==> config.mk <==
export PLATFORM = sky130hd
export DESIGN_NAME = convolution_3x3
export DESIGN_NICKNAME = d
export VERILOG_FILES = /design/src/rtl/convolution_3x3.sv
export SDC_FILE = /design/constraint.sdc
export NUM_CORES = 1
export LEC_CHECK = 0
export ABC_CLOCK_PERIOD_IN_PS = 18700
export BUFFER_PORTS_ARGS = -buffer_cell sky130_fd_sc_hd__buf_2
export CORE_UTILIZATION = 61
export DETAILED_ROUTE_END_ITERATION = 10
export HOLD_SLACK_MARGIN = 0.08
export PLACE_DENSITY = 0.81
export SYNTH_ARGS = -nofsm -noshare
export SYNTH_HDL_FRONTEND = slang
export SYNTH_SLANG_ARGS = --single-unit
export TNS_END_PERCENT = 1
==> constraint.sdc <==
create_clock -name i_clk -period 18.7 [get_ports i_clk]
set_input_delay 0.935 -clock i_clk [delete_from_list [all_inputs] [get_ports i_clk]]
set_output_delay 0.935 -clock i_clk [all_outputs]
set_load 0.005 [all_outputs]
==> src/rtl/convolution_3x3.sv <==
// Serial 3x3 convolution: one signed tap pair per clock, nine taps per window,
// plus a delayed upstream partial sum added into each window result.
module convolution_3x3 #(
    parameter int I_BW      = 19,
    parameter int O_BW      = 19,
    parameter int X_BW      = 8,
    parameter int W_BW      = 8,
    parameter int DFF_BW    = 19,
    parameter int DFF_TIMES = 27
) (
    input  logic                   i_clk,
    input  logic                   i_rst_n,
    input  logic signed [X_BW-1:0] i_x,
    input  logic signed [W_BW-1:0] i_w,
    input  logic signed [I_BW-1:0] i_psum,
    output logic signed [O_BW-1:0] o_y
);

    localparam int P_BW = X_BW + W_BW;

    logic        [3:0]        r_cnt;
    logic signed [O_BW-1:0]   r_acc;
    logic signed [O_BW-1:0]   r_y;
    logic signed [P_BW-1:0]   w_prod;
    logic signed [O_BW-1:0]   w_prod_ext;
    logic signed [O_BW-1:0]   w_base;
    logic signed [O_BW-1:0]   w_sum;
    logic signed [O_BW-1:0]   w_psum_d;

    assign w_prod     = i_x * i_w;
    assign w_prod_ext = O_BW'(w_prod);
    // Tap 0 ignores the stale accumulator so every window starts fresh.
    assign w_base     = (r_cnt == 4'd0) ? '0 : r_acc;
    assign w_sum      = w_base + w_prod_ext;

    genvar g;
    generate
        for (g = 0; g < DFF_TIMES; g++) begin : g_dff
            logic signed [DFF_BW-1:0] r_q;
            if (g == 0) begin : g_head
                always_ff @(posedge i_clk or negedge i_rst_n) begin
                    if (!i_rst_n) begin
                        r_q <= '0;
                    end else begin
                        r_q <= DFF_BW'(i_psum);
                    end
                end
            end else begin : g_body
                always_ff @(posedge i_clk or negedge i_rst_n) begin
                    if (!i_rst_n) begin
                        r_q <= '0;
                    end else begin
                        r_q <= g_dff[g-1].r_q;
                    end
                end
            end
        end
    endgenerate

    assign w_psum_d = O_BW'(g_dff[DFF_TIMES-1].r_q);

    always_ff @(posedge i_clk or negedge i_rst_n) begin
        if (!i_rst_n) begin
            r_cnt <= '0;
            r_acc <= '0;
            r_y   <= '0;
        end else if (r_cnt == 4'd8) begin
            r_y   <= w_sum + w_psum_d;
            r_acc <= '0;
            r_cnt <= '0;
        end else begin
            r_acc <= w_sum;
            r_cnt <= r_cnt + 4'd1;
        end
    end

    assign o_y = r_y;

endmodule

# Word level (Yosys, flattened, before mapping)
# Index checks and enable logic that the tools add are counted.
[classes]
addsub = 3
multipliers = 1
eq_ne = 1
muxes = 3
reduce_logical = 1
[ops]
columns = ["op", "n"]
rows = [
  ["19-bit two-way mux", 2],
  ["19-bit by 16-bit adder with 19-bit output", 1],
  ["19-bit adder", 1],
  ["8-bit by 8-bit multiplier with 16-bit output", 1],
  ["4-bit by 1-bit adder with 4-bit output (second input constant)", 1],
  ["4-bit equality test (second input constant)", 1],
  ["4-bit zero test", 1],
  ["4-bit two-way mux", 1],
]
[word_totals]
register_bits = 555
inputBits = 37
output_inout_bits = 19
word_cells = 39

# Longest topological paths before layout
[logic_depth]
word_depth = 4
ltp_mapped = 30
mapped_depth_nobuf = 28

# Worst setup path before layout
# No wires, ideal clock.
[synth_timing]
kind = "input to register"
start = "in i_w[0]"
end = "reg r_y[16], in the netlist o_y[16]"
setup_ps = 132
arrival_ps = 6511
t_required_ps = 18568
setup_slack_ps = 12057
path_stages = 21
path_buffers = 0
path_cell_list = "and2_1 inv_1 fa_1 inv_1 fa_1 fa_1 fa_1 fa_1 ha_1 nor2b_1 o21a_1 a21o_1 xor2_1 ha_1 a21oi_1 o21ai_0 a32o_1 a311o_1 a21oi_1 xor2_1 o21ai_1"
[synth_between]
elab_chain_len = 3
[synth_rtl]
columns = ["element", "line_no", "rtl"]
rows = [
  ["start, declared", "14", "input logic signed [W_BW-1:0] i_w,"],
  ["8-bit by 8-bit multiplier with 16-bit output", "30", "assign w_prod = i_x * i_w;"],
  ["19-bit by 16-bit adder with 19-bit output", "34", "assign w_sum = w_base + w_prod_ext;"],
  ["19-bit adder", "68", "r_y <= w_sum + w_psum_d;"],
  ["end signal, assigned", "68", ""],
  ["end, declared", "23", "logic signed [O_BW-1:0] r_y;"],
]
# No other way between the ends.
# A chain may end at the register's enable or synchronous reset.

# Final worst setup path
[layout_timing]
start = "reg r_cnt[0]"
end = "reg r_y[16], in the netlist o_y[16]"
[layout_between]
elab_chain_len = 4
word_cells_on_any_way = 5
cone_classes = "add/sub (2); eq/ne (1); mux (1); reduce/logical (1)"
[layout_rtl]
columns = ["element", "line_no", "rtl"]
rows = [
  ["start, declared", "21", "logic [3:0] r_cnt;"],
  ["start signal, assigned", "73", "r_cnt <= r_cnt + 4'd1;"],
  ["4-bit zero test", "33", "assign w_base = (r_cnt == 4'd0) ? '0 : r_acc;"],
  ["19-bit two-way mux", "33", ""],
  ["19-bit by 16-bit adder with 19-bit output", "34", ""],
  ["19-bit adder", "68", ""],
]
# Several ways; a longest one is shown, not always the timed one.

==> impl_summary.md <==
Status
The run finished with clean final reports.

Detailed routing
The per-cell via count in the routed design is 5.06. The total detailed-routing wirelength is 30600 um. The first detailed-routing pass ran for 6 iterations. The routed wire length per instance is 18.8 um.

The number of remaining DRC errors is 0. The first routing iteration left 385 violations. The count of nets left with antenna violations after detail routing is 0.

The routed layout has 8232 vias.

Floorplan
The count of pins on the block boundary is 56. The floorplan step defined a die boundary enclosing 31100 sq um. Measured along the x axis, the die boundary spans 176 um. The height of the die is 176 um. The core footprint is 29800 sq um. The floorplan has 63 rows. The initial utilization of the core area, before any placement, comes to 62.3%.

Logic synthesis
The library cell with the largest summed area after synthesis is dfrtp_1. The netlist uses 48 different library cells. After synthesis, flip-flops and latches occupy 74.8% of the total area.

The synthesized instance count is 1098. The area fraction in compound gates after synthesis is 3.11%. The leading register cell type out of synthesis is dfrtp_1. Yosys attributes the largest share of cell area to dfrtp_1 75%, fa_1 9.2%, ha_1 4.4%. The XOR/XNOR share of the synthesized area is 1.81%.

After synthesis the netlist holds a flip-flop and latch count of 555. The multiplexer share of the synthesized area is 0.108%. The simple-gate share of the synthesized area is 4.83%. The fraction of registers with async set or reset after synthesis is 100%. The dominant combinational cell family by area after synthesis is adder cells. Of the total synthesized cell area, the portion taken by full adders, half adders and majority gates is 13.5%.

The number of synthesis warnings is 0. In this run the cell area of the synthesized design comes to 18600 sq um. Sorting the synthesized cells by how often they occur yields 555 x dfrtp_1, 85 x fa_1, 76 x inv_1, 66 x nand2_1.

Counting flops with a built-in enable in the synthesized netlist gives 0. The total nets after synthesis is 1285. Dividing the synthesized area by the synthesized cell count gives 16.9 sq um. The share of Yosys cell area claimed by the top area cell type is 74.8%. The most frequently used cell type in the post-synthesis netlist is dfrtp_1.

Setup path
The endpoint kind of the worst setup timing path is a flop. The cell type of the slowest stage on the worst timing path is or3b_1. The top fanout value on the critical path is 19.

Data on the critical path arrives at its endpoint at 7560 ps. The critical path launch point type is a flop. The worst setup path is of the flop to flop kind. The worst endpoint required time is 19120 ps. The largest incremental delay on the critical path is 590 ps.

Final layout
The layout overhead on the synthesized area is 13.0%. The number of standard cells in the layout, taps in and fillers out is 1628. The layout cell share with drive strength beyond 1 is 11.9%. The net count reported at finish is 1384.

The number of inserted diodes is 0.

Run
The number of maximum-capacitance violations is 0.

Clocking
TritonCTS built the clock tree. Clock tree synthesis selected as its root buffer the cell clkbuf_16. For the worst-skew pair, the clock arrives at the later sink with an insertion delay of 580 ps. Gates resized during post-CTS repair numbered 0. Clock tree synthesis found a total of 555 sinks. The clock tree buffer depth is 3. The TritonCTS buffer count is 49. The clock transition at the registers of the reported paths is 80 ps. Once the clock tree was built, the setup fixing pass inserted 0 buffers. The number of H-tree levels is 2.

The count of hold-fix buffers inserted at cts is 0.

STA
The count of pins over their slew limit is 0. The hold violation total from the final report is 0. The maximum clock frequency is 140 MHz. The worst slew margin relative to its limit is 28.3%. The worst path uses 38.2% of the clock period.

Between clock sinks in the finished design, the worst skew comes to 28.5 ps. For the finished layout, the period the worst path requires is 7140 ps. The worst path meets setup with 11560 ps of slack. The transition time of the tightest slew-check pin is 1080 ps.

Setup repair after global routing left no endpoint under its margin. Adding up every negative setup slack in the final design gives 0 ps. The number of failing setup endpoints in the final timing report is 0.

Global routing
Global routing consumed, over all layers together, 21.9% of the routing resources. The initial antenna violation count was 0. The final global-route overflow total is 0. The first global-routing pass estimated 51700 um of wire.

The via count of the first global-routing pass is 9799. The maximum number of pins on one net before global-route repair is 203.

Place
The number of placed cells counting well taps is 1536. Detailed placement finished with a half-perimeter wire length of 17600 um. The weighted congestion reported at the end of routability-driven placement is 0.855.

The count of buffers inserted at the top-level ports is 55. The worst setup slack after placement is 11380 ps.

Worst hold path
The class of the tightest hold or removal check is flop to flop.
==> path summary, 6_finish.rpt <==
kind / start / endpoint / slack [ps] / depth (start not counted)
hold / removal: g_dff[13].r_q[7] / g_dff[14].r_q[7] / 330 / 0
max in group asynchronous: i_rst_n / g_dff[24].r_q[4] / 15190 / 4
setup / recovery: r_cnt[0] / o_y[16] / 11560 / 26
min in group asynchronous: i_rst_n / g_dff[5].r_q[16] / 430 / 1
hold reg to reg: g_dff[13].r_q[7] / g_dff[14].r_q[7] / 330 / 0
setup reg to reg: r_cnt[0] / o_y[16] / 11560 / 26
==> sequential cells by signal, indices dropped and copies added (netlist names) <==
name / flops
r_acc: 19
r_cnt: 4
g_dff.r_q: 513
o_y: 19
==> logic make-up after synthesis <==
group | Yosys count
DFF | 555
and+or+nand+nor | 177
adders and majority gates | 150
AOI/OAI and AO/OA | 91
buffers and inverters | 88
xor gates and xnor gates | 35
muxes | 2
==> layout by cell type (no fill, tap or decap), types with 21 or more instances in the layout <==
| cell type | synthesis | layout |
|---|---|---|
| and2_1 | 65 | 65 |
| o21ai_0 | 24 | 24 |
| nor2_1 | 21 | 21 |
| fa_1 | 85 | 85 |
| inv_1 | 76 | 76 |
| a21oi_1 | 22 | 22 |
| clkbuf_16 | 0 | 50 |
| ha_1 | 65 | 65 |
| buf_2 | 1 | 54 |
| dfrtp_1 | 555 | 555 |
| nand2_1 | 66 | 66 |
==> through the flow <==
step                      instance area (sq um)  utilization (%)  hold slack, ps
after global placement                    19400             64.9             331
final                                     21000             70.4             334
after global routing                      21000             70.4             349
after CTS                                 21000             70.4             333
after detailed placement                  19400             64.9             335
after floorplan                           18600                -             331
==> critical path: cells and delay by family, from the launching register on <==
family / cells / cell delay, ps
fa+ha+maj: 8 / 3270
compound gates: 9 / 1860
simple gates: 3 / 880
flops: 1 / 390
xor+xnor: 2 / 340
buf+inv: 4 / 240
==> area by class of cell <==
class,count,area (sq um)
well taps,390,488
clock buffers,69,1430
repair buffers,59,340
fillers,1769,8810
inverters,77,289
multi-input cells,455,4350
clock inverters,23,205
flip-flops and latches,555,13900
==> per-layer routing <==
metal	wire [um]	track usage, %	up-vias
li1	-	-	3671
met1	12200	27.9	4371
met2	16800	39.6	138
met3	955	2.71	52
met4	648	6.68	0
met5	0	0	-
Power is left out: the tool's default activity adds up to more than one toggle a clock period on the data nets, which glitch-free logic cannot reach.
